==> src/rtl/y86_pkg.sv <==
// Shared Y86-64 definitions: instruction codes, register sentinel and encoded lengths.
package y86_pkg;

    localparam logic [3:0] I_HALT  = 4'h0;
    localparam logic [3:0] I_NOP   = 4'h1;
    localparam logic [3:0] I_CMOV  = 4'h2;
    localparam logic [3:0] I_IRMOV = 4'h3;
    localparam logic [3:0] I_RMMOV = 4'h4;
    localparam logic [3:0] I_MRMOV = 4'h5;
    localparam logic [3:0] I_OP    = 4'h6;
    localparam logic [3:0] I_JXX   = 4'h7;
    localparam logic [3:0] I_CALL  = 4'h8;
    localparam logic [3:0] I_RET   = 4'h9;
    localparam logic [3:0] I_PUSH  = 4'hA;
    localparam logic [3:0] I_POP   = 4'hB;

    localparam logic [3:0] R_NONE = 4'hF;

    localparam logic [3:0] LEN_SHORT = 4'd1;   // opcode byte only
    localparam logic [3:0] LEN_REG   = 4'd2;   // opcode + register byte
    localparam logic [3:0] LEN_DEST  = 4'd9;   // opcode + 8-byte destination
    localparam logic [3:0] LEN_FULL  = 4'd10;  // opcode + register byte + 8-byte constant

    function automatic logic [3:0] instr_len(input logic [3:0] icode);
        case (icode)
            I_CMOV, I_OP, I_PUSH, I_POP: instr_len = LEN_REG;
            I_JXX, I_CALL:               instr_len = LEN_DEST;
            I_IRMOV, I_RMMOV, I_MRMOV:   instr_len = LEN_FULL;
            default:                     instr_len = LEN_SHORT;
        endcase
    endfunction

endpackage

==> src/rtl/y86_fetch_decode.sv <==
// Combinational fetch decode: field split, length, constant word, validity and status flags.
module y86_fetch_decode
    import y86_pkg::*;
#(
    parameter int IMEM_BYTES = 1024
) (
    input  logic [63:0] pc_i,
    input  logic [79:0] instruction_i,
    output logic [3:0]  icode_o,
    output logic [3:0]  ifun_o,
    output logic [3:0]  ra_o,
    output logic [3:0]  rb_o,
    output logic [63:0] valc_o,
    output logic [63:0] valp_o,
    output logic        ins_o,
    output logic        adr_o,
    output logic        hlt_o
);

    logic [7:0]  ibyte [10];
    logic        valid;
    logic        has_reg;
    logic [3:0]  len;
    logic [63:0] last_addr;

    // NOTE: every output of this block gets a value before any branch, so no latch can be inferred.
    always_comb begin
        for (int k = 0; k < 10; k++) begin
            ibyte[k] = instruction_i[79 - 8*k -: 8];
        end

        icode_o = ibyte[0][7:4];
        ifun_o  = ibyte[0][3:0];

        case (icode_o)
            I_CMOV, I_JXX:                         valid = (ifun_o <= 4'd6);
            I_OP:                                  valid = (ifun_o <= 4'd3);
            I_HALT, I_NOP, I_IRMOV, I_RMMOV,
            I_MRMOV, I_CALL, I_RET, I_PUSH, I_POP: valid = (ifun_o == 4'd0);
            default:                               valid = 1'b0;
        endcase

        case (icode_o)
            I_CMOV, I_IRMOV, I_RMMOV, I_MRMOV,
            I_OP, I_PUSH, I_POP: has_reg = 1'b1;
            default:             has_reg = 1'b0;
        endcase

        // An invalid opcode is treated as a bare 1-byte instruction with no operands.
        len    = valid ? instr_len(icode_o) : LEN_SHORT;
        ra_o   = (valid && has_reg) ? ibyte[1][7:4] : R_NONE;
        rb_o   = (valid && has_reg) ? ibyte[1][3:0] : R_NONE;
        valc_o = '0;
        if (valid) begin
            case (icode_o)
                I_IRMOV, I_RMMOV, I_MRMOV:
                    valc_o = {ibyte[9], ibyte[8], ibyte[7], ibyte[6],
                              ibyte[5], ibyte[4], ibyte[3], ibyte[2]};
                I_JXX, I_CALL:
                    valc_o = {ibyte[8], ibyte[7], ibyte[6], ibyte[5],
                              ibyte[4], ibyte[3], ibyte[2], ibyte[1]};
                default: valc_o = '0;
            endcase
        end

        valp_o    = pc_i + 64'(len);
        last_addr = valp_o - 64'd1;
        adr_o     = (pc_i >= 64'(IMEM_BYTES)) || (last_addr >= 64'(IMEM_BYTES));
        ins_o     = !valid && !adr_o;
        hlt_o     = (icode_o == I_HALT) && (ifun_o == 4'd0) && !adr_o;
    end

endmodule

==> src/rtl/y86_fetch.sv <==
// SEQ Y86-64 fetch stage: decodes PC/instruction window and registers the results each cycle.
module y86_fetch
    import y86_pkg::*;
#(
    parameter int IMEM_BYTES = 1024
) (
    input  logic               clk,
    input  logic               rst,
    input  logic [63:0]        PC,
    input  logic [79:0]        Instruction,
    output logic [3:0]         icode,
    output logic [3:0]         ifun,
    output logic [3:0]         rA,
    output logic [3:0]         rB,
    output logic signed [63:0] valC,
    output logic signed [63:0] valP,
    output logic               INS,
    output logic               ADR,
    output logic               HLT
);

    logic [3:0]  icode_d, ifun_d, ra_d, rb_d;
    logic [63:0] valc_d, valp_d;
    logic        ins_d, adr_d, hlt_d;

    logic [3:0]  icode_q, ifun_q, ra_q, rb_q;
    logic [63:0] valc_q, valp_q;
    logic        ins_q, adr_q, hlt_q;

    y86_fetch_decode #(
        .IMEM_BYTES(IMEM_BYTES)
    ) u_decode (
        .pc_i          (PC),
        .instruction_i (Instruction),
        .icode_o       (icode_d),
        .ifun_o        (ifun_d),
        .ra_o          (ra_d),
        .rb_o          (rb_d),
        .valc_o        (valc_d),
        .valp_o        (valp_d),
        .ins_o         (ins_d),
        .adr_o         (adr_d),
        .hlt_o         (hlt_d)
    );

    // NOTE: non-blocking assignments keep every register sampling pre-edge values regardless of statement order.
    always_ff @(posedge clk) begin
        if (rst) begin
            icode_q <= I_HALT;
            ifun_q  <= 4'd0;
            ra_q    <= R_NONE;
            rb_q    <= R_NONE;
            valc_q  <= '0;
            valp_q  <= '0;
            ins_q   <= 1'b0;
            adr_q   <= 1'b0;
            hlt_q   <= 1'b0;
        end else begin
            icode_q <= icode_d;
            ifun_q  <= ifun_d;
            ra_q    <= ra_d;
            rb_q    <= rb_d;
            valc_q  <= valc_d;
            valp_q  <= valp_d;
            ins_q   <= ins_d;
            adr_q   <= adr_d;
            hlt_q   <= hlt_d;
        end
    end

    assign icode = icode_q;
    assign ifun  = ifun_q;
    assign rA    = ra_q;
    assign rB    = rb_q;
    assign valC  = valc_q;
    assign valP  = valp_q;
    assign INS   = ins_q;
    assign ADR   = adr_q;
    assign HLT   = hlt_q;

endmodule

==> config.mk <==
export PLATFORM = sky130hd
export DESIGN_NAME = y86_fetch
export DESIGN_NICKNAME = d
export VERILOG_FILES = /design/src/rtl/y86_pkg.sv /design/src/rtl/y86_fetch_decode.sv /design/src/rtl/y86_fetch.sv
export SDC_FILE = /design/constraint.sdc
export NUM_CORES = 1
export LEC_CHECK = 0
export CAP_MARGIN = 10
export CORE_UTILIZATION = 40
export DETAILED_ROUTE_END_ITERATION = 7
export HOLD_SLACK_MARGIN = 0.03
export PLACE_DENSITY_LB_ADDON = 0.1
export SKIP_CTS_REPAIR_TIMING = 1
export SYNTH_ARGS = -nofsm -noshare
export SYNTH_HDL_FRONTEND = slang
export SYNTH_SLANG_ARGS = --single-unit
==> constraint.sdc <==
create_clock -name clk -period 4.35 [get_ports clk]
set_input_delay 1.0875 -clock clk [delete_from_list [all_inputs] [get_ports clk]]
set_output_delay 1.0875 -clock clk [all_outputs]
set_load 0.02 [all_outputs]
### Yosys cells after proc, flatten, opt, wreduce, memory -nomap -nowiden

Memories as Yosys holds them, arrays and structs flattened.
Cells that the tools add are included.
W data, S select, Z words.

| word-level totals | value |
|---|---|
| flip-flop bits (word level) | 147 |
| memory bits (read-only) | 48 |
| input port bits | 146 |
| output and inout bits | 147 |
| logic and storage cells | 49 |
| memories | 1 |

Memories:

| memory | words | bits a word | read ports | clocked after Yosys merged registers in | wr ports | RTL line | RTL |
|---|---|---|---|---|---|---|---|
| (no name shown) | 16 | 3 | 1 | 0 | 0 | y86_pkg.sv:25 | `case (icode)` |

| operators by class | value |
|---|---|
| add/subtract/negate cells | 2 |
| $lt $le $gt $ge | 4 |
| equal/unequal tests | 11 |
| multiplexer cells | 4 |
| bitwise logic cells | 2 |
| reduce and logical (&&, ||, !) cells | 16 |

Operator list:

| operator | count |
|---|---|
| $ge A64 B11 Y1 const B | 2 |
| $pmux W64 S2 | 1 |
| $add A64 B4 Y64 | 1 |
| $sub A64 B1 Y64 const B | 1 |
| $eq A4 B3 Y1 const B | 4 |
| $eq A4 B4 Y1 const B | 4 |
| $reduce_or A9 Y1 | 1 |
| $eq A4 B2 Y1 const B | 2 |
| $logic_not A4 Y1 | 2 |
| $reduce_or A2 Y1 | 4 |
| $reduce_or A7 Y1 | 1 |
| $eq A4 B1 Y1 const B | 1 |
| $le A4 B2 Y1 const B | 1 |
| $le A4 B3 Y1 const B | 1 |
| $logic_and A1 B1 Y1 | 4 |
| $mux W4 | 1 |
| $pmux W1 S3 | 1 |
| $reduce_or A3 Y1 | 1 |
| $logic_not A1 Y1 | 2 |
| $not A1 Y1 | 2 |
| $logic_or A1 B1 Y1 | 1 |
| $mux W1 | 1 |

### Logic depth before layout (Yosys ltp)

| logic depth | value |
|---|---|
| depth in word-level cells | 10 |
| gate-level depth with buffers | 14 |
| gate-level depth less buffers | 13 |

### Modules after synthesis

Synthesis repeated with hierarchy kept, for this count alone.

| unflattened totals | value |
|---|---|
| cells, all modules | 755 |
| area, all modules | 6655.1 um^2 |

Modules (own cells, without submodules):

| module | times used | cells each | area each (um^2) | seq. area each (um^2) |
|---|---|---|---|---|
| y86_fetch | 1 | 310 | 3947.5 | 2942.8 |
| y86_fetch_decode | 1 | 445 | 2707.6 | 0.0 |

### Worst setup path after synthesis

No wires, ideal clock.

| timing path | value |
|---|---|
| kind | input to register |
| start point | input port Instruction[78] |
| end point | register hlt_q, in the netlist HLT |
| setup time | 0.092 ns |
| arrival time | 3.794 ns |
| required time | 4.258 ns |
| setup slack | 0.464 ns |
| cell stages on the path | 13 |
| buffers on the path | 1 |
| cell sequence | clkbuf_1 > o21ai_0 > a21oi_1 > o21ai_0 > or2_2 > ha_1 > fa_1 > xnor2_1 > nor4b_1 > and4b_1 > nand4_1 > xor2_1 > nor4_1 |

| on the way | value |
|---|---|
| cells in the longest elaborated chain, start to end | 10 |
| elaborated cells on any way between the ends | 24 |
| classes of those cells | add/sub (2); order compare (1); eq/ne (11); mux (2); reduce/logical (7); memory (1) |

Ends and longest elaborated chain:

| what | RTL line | RTL |
|---|---|---|
| from (decl) | y86_fetch.sv:10 | `input logic [79:0] Instruction,` |
| $eq A4 B1 Y1 (tied with other cells) | y86_fetch_decode.sv:35 | `case (icode_o)` |
| $reduce_or A9 Y1 / $reduce_or A2 Y1 (equally long branches) | y86_fetch_decode.sv:35 |  |
| $pmux W1 S3 | y86_fetch_decode.sv:35 |  |
| $mux W4 | y86_fetch_decode.sv:50 | `len = valid ? instr_len(icode_o) : LEN_SHORT;` |
| $add A64 B4 Y64 | y86_fetch_decode.sv:66 | `valp_o = pc_i + 64'(len);` |
| $sub A64 B1 Y64 | y86_fetch_decode.sv:67 | `last_addr = valp_o - 64'd1;` |
| $ge A64 B11 Y1 | y86_fetch_decode.sv:68 | `adr_o = (pc_i >= 64'(IMEM_BYTES)) \|\| (last_addr >= 64'(IMEM_BYTES));` |
| $logic_or A1 B1 Y1 | y86_fetch_decode.sv:68 |  |
| $logic_not A1 Y1 | y86_fetch_decode.sv:70 | `hlt_o = (icode_o == I_HALT) && (ifun_o == 4'd0) && !adr_o;` |
| $logic_and A1 B1 Y1 * | y86_fetch_decode.sv:70 |  |
| to (signal assigned) | y86_fetch.sv:67 | `hlt_q <= hlt_d;` |
| to (decl) | y86_fetch.sv:28 | `logic ins_q, adr_q, hlt_q;` |

Mark *: on every way between the ends. The rest lies on a longest branch, timed or not.
A chain may end at the register's enable or synchronous reset.

### Final worst setup path

| timing path | value |
|---|---|
| start point | input port Instruction[77] |
| end point | register hlt_q, in the netlist HLT |

Same word-level chain as after synthesis.

==> summary.txt <==
Number of nets in the layout: 1,081
Post-synth EDFFs: 0
Final GP Congestion: 0.874
Synth Register Bits: 147
Period minus WS final: 4.10 ns
Largest net degree at the start of global routing: 74
Max Clock Freq: 244 MHz
Yosys Warn Count: 0
Switch Pwr: 810 uW
Count of final setup violators: 0
Setup crit end kind: flip-flop
P_int: 2570 uW
Switching Fraction: 24.0%
Hold Crit Class: in -> reg
Relative slew margins: 49.8%
Worst slew pin tran: 0.754 ns
Overflow after GRT: 0
DP Wirelength: 14.8 mm
Critical-path maximum fanout: 3
Average size of a mapped cell: 9.29 um^2
Max Cap Viol: 0
Core area: 14,100 um^2
Mapped Area: 5880 um^2
# IOs: 293
Total CTS buffers: 17
PD cells: 349 nW/um^2
CTS tree: built
Seq pwr share: 41.5%
Combinational power share: 14.9%
Final Hold Violating Endpoints: 0
RSZ-0062 raised after global routing: no
Iter 0 DRT Violations: 410
Initial Util: 41.7%
Status: completed
Top FF cell, synth: dfxtp_1
Root Driver: clkbuf_16
Residual DRC: 0
Most frequent cells in the layout: clkdlybuf4s50_1, dfxtp_1, nor2_1, a22oi_1, xor2_1
CTS sink cnt: 147
Share of cells above drive strength 1: 8.18%
Clock-pin slew on the worst setup and hold paths: 0.05 ns
Period utilization: 94.4%
N_diodes: 0
Avg WL per Cell: 17.6 um
Port Buf Inserts: 292
Die height: 123 um
Post-synthesis instance total: 633
Slew Limit Fails: 0
Clock Power Share: 43.5%
Initial antenna violation count: 0
Commonest non-fill, non-tap cell in the layout: clkdlybuf4s50_1
Design Area, Final: 9670 um^2
Layout filler cell count: 1,114
Htree depth: 4
Final WL: 19.7 mm
Area growth from synthesis to layout: 64.6%
Ys async rst share: 0%
Via density: 5.29
Rows: 43
Max VDD drop: 279 uV
Die area: 15,200 um^2
First-pass GRT wire length: 29.3 mm
CTS Buffer Depth: 2
Post-DP Area: 9060 um^2
DR pass1 iterations: 4
CP arrival: 4.43 ns
Post-synthesis sequential area ratio: 50.1%
Vias post-DR: 5,928
Footprint of the multi-input gates: 2780 um^2
Antenna Violating Nets Remaining: 0
Leak pwr: 0.00351 uW
Synth cell types: 49
WS Path Type: in -> reg
Die X: 123 um
WP data required: 4.67 ns
GRT Util Overall: 25.6%
Min Hold Slack: 0.964 ns
Mapped Nets: 783
Vias in the first global route: 5,719
Seq. cell area: 2940 um^2
Startpoint Class: primary input
## through the flow
stage	util (%)	setup WS (ns)	total power, uW	cells	setup TNS, ns
2_1_floorplan	-	0.464	1620	633	0
3_3_place_gp	64.3	-0.00238	1920	1092	-0.00238
3_5_place_dp	64.3	-0.241	1930	1092	-0.920
4_1_cts	68.5	0.148	3390	1121	0
5_1_grt	68.6	0.0128	3490	1121	0
6_report	68.6	0.246	3380	1121	0
## routing by layer
layer	vias up	part of all wire (%)	global-route usage, %
li1	2837	-	-
met1	2784	38	28.1
met2	254	50	44.7
met3	53	8.3	7.61
met4	0	3.7	13.0
met5	-	0	0
## cells by family (layout without fill, tap and decap cells)
logic type                 Yosys count  in the layout  share of synthesized area [%]
and+or+nand+nor                    284            284                           25.3
DFF                                147            147                           50.1
AOI/OAI and AO/OA                   91             91                           11.0
xor gates and xnor gates            59             59                           8.79
buffers and inverters               45            353                           3.26
adders and majority gates            4              4                          0.979
muxes                                3              3                          0.532
## synthesized netlist by cell type (all sizes together) (6+ instances only)
cell type  number  area (um^2)
or3            12         75.1
nand2          16         60.1
and3           10         62.6
nor2b          10         62.6
nand3          19          100
and4            6         60.1
nor4           20          155
nor2          138          521
buf            15         77.6
xor2           49          429
inv             8         30.0
a22oi          64          480
clkbuf         22         83.8
nor3            6         41.3
xnor2          10         87.6
dfxtp         147         2940
a21oi          10         50.1
nand4          38          287
## state kept, by name (all words and copies together), names as in the netlist
signal / flops
INS: 1
ifun: 4
icode: 4
valC: 64
rB: 4
rA: 4
valP: 64
ADR: 1
HLT: 1
## final cells by class
type | instances | area share [%]
Clock inverter | 10 | 1.40
Clock buffer | 19 | 4.68
Timing Repair Buffer | 316 | 32.2
Sequential cell | 147 | 30.4
Multi-Input combinational cell | 441 | 28.7
Tap cell | 180 | 2.33
Inverter | 8 | 0.310
## worst paths after layout
path / start / endpoint / slack, ns / cells past startpoint
worst min-delay path: rst / INS$_SDFF_PP0_ / 0.96 / 4
worst max-delay path: Instruction[77] / HLT$_SDFF_PP0_ / 0.25 / 14
## worst max-delay path, cell delays in order
cell             delay (ns)
clkdlybuf4s50_1        0.51
nor2b_2                0.19
o21ai_0                0.12
a21oi_1                0.13
o21ai_0                0.14
or2_2                  0.35
ha_1                   0.22
fa_1                   0.45
xnor2_2                0.20
nor4b_2                0.20
and4b_1                0.23
nand4_1                0.12
xor2_1                 0.20
nor4_2                 0.27
## power groups by stage
stage	clock (uW)	combinational [uW]	sequential, uW
floorplan	0	135	1490
global placement	0	492	1430
detailed placement	0	498	1430
CTS	1490	502	1400
global route	1550	536	1410
finish	1470	504	1400
(Power assumes the default switching activity.)
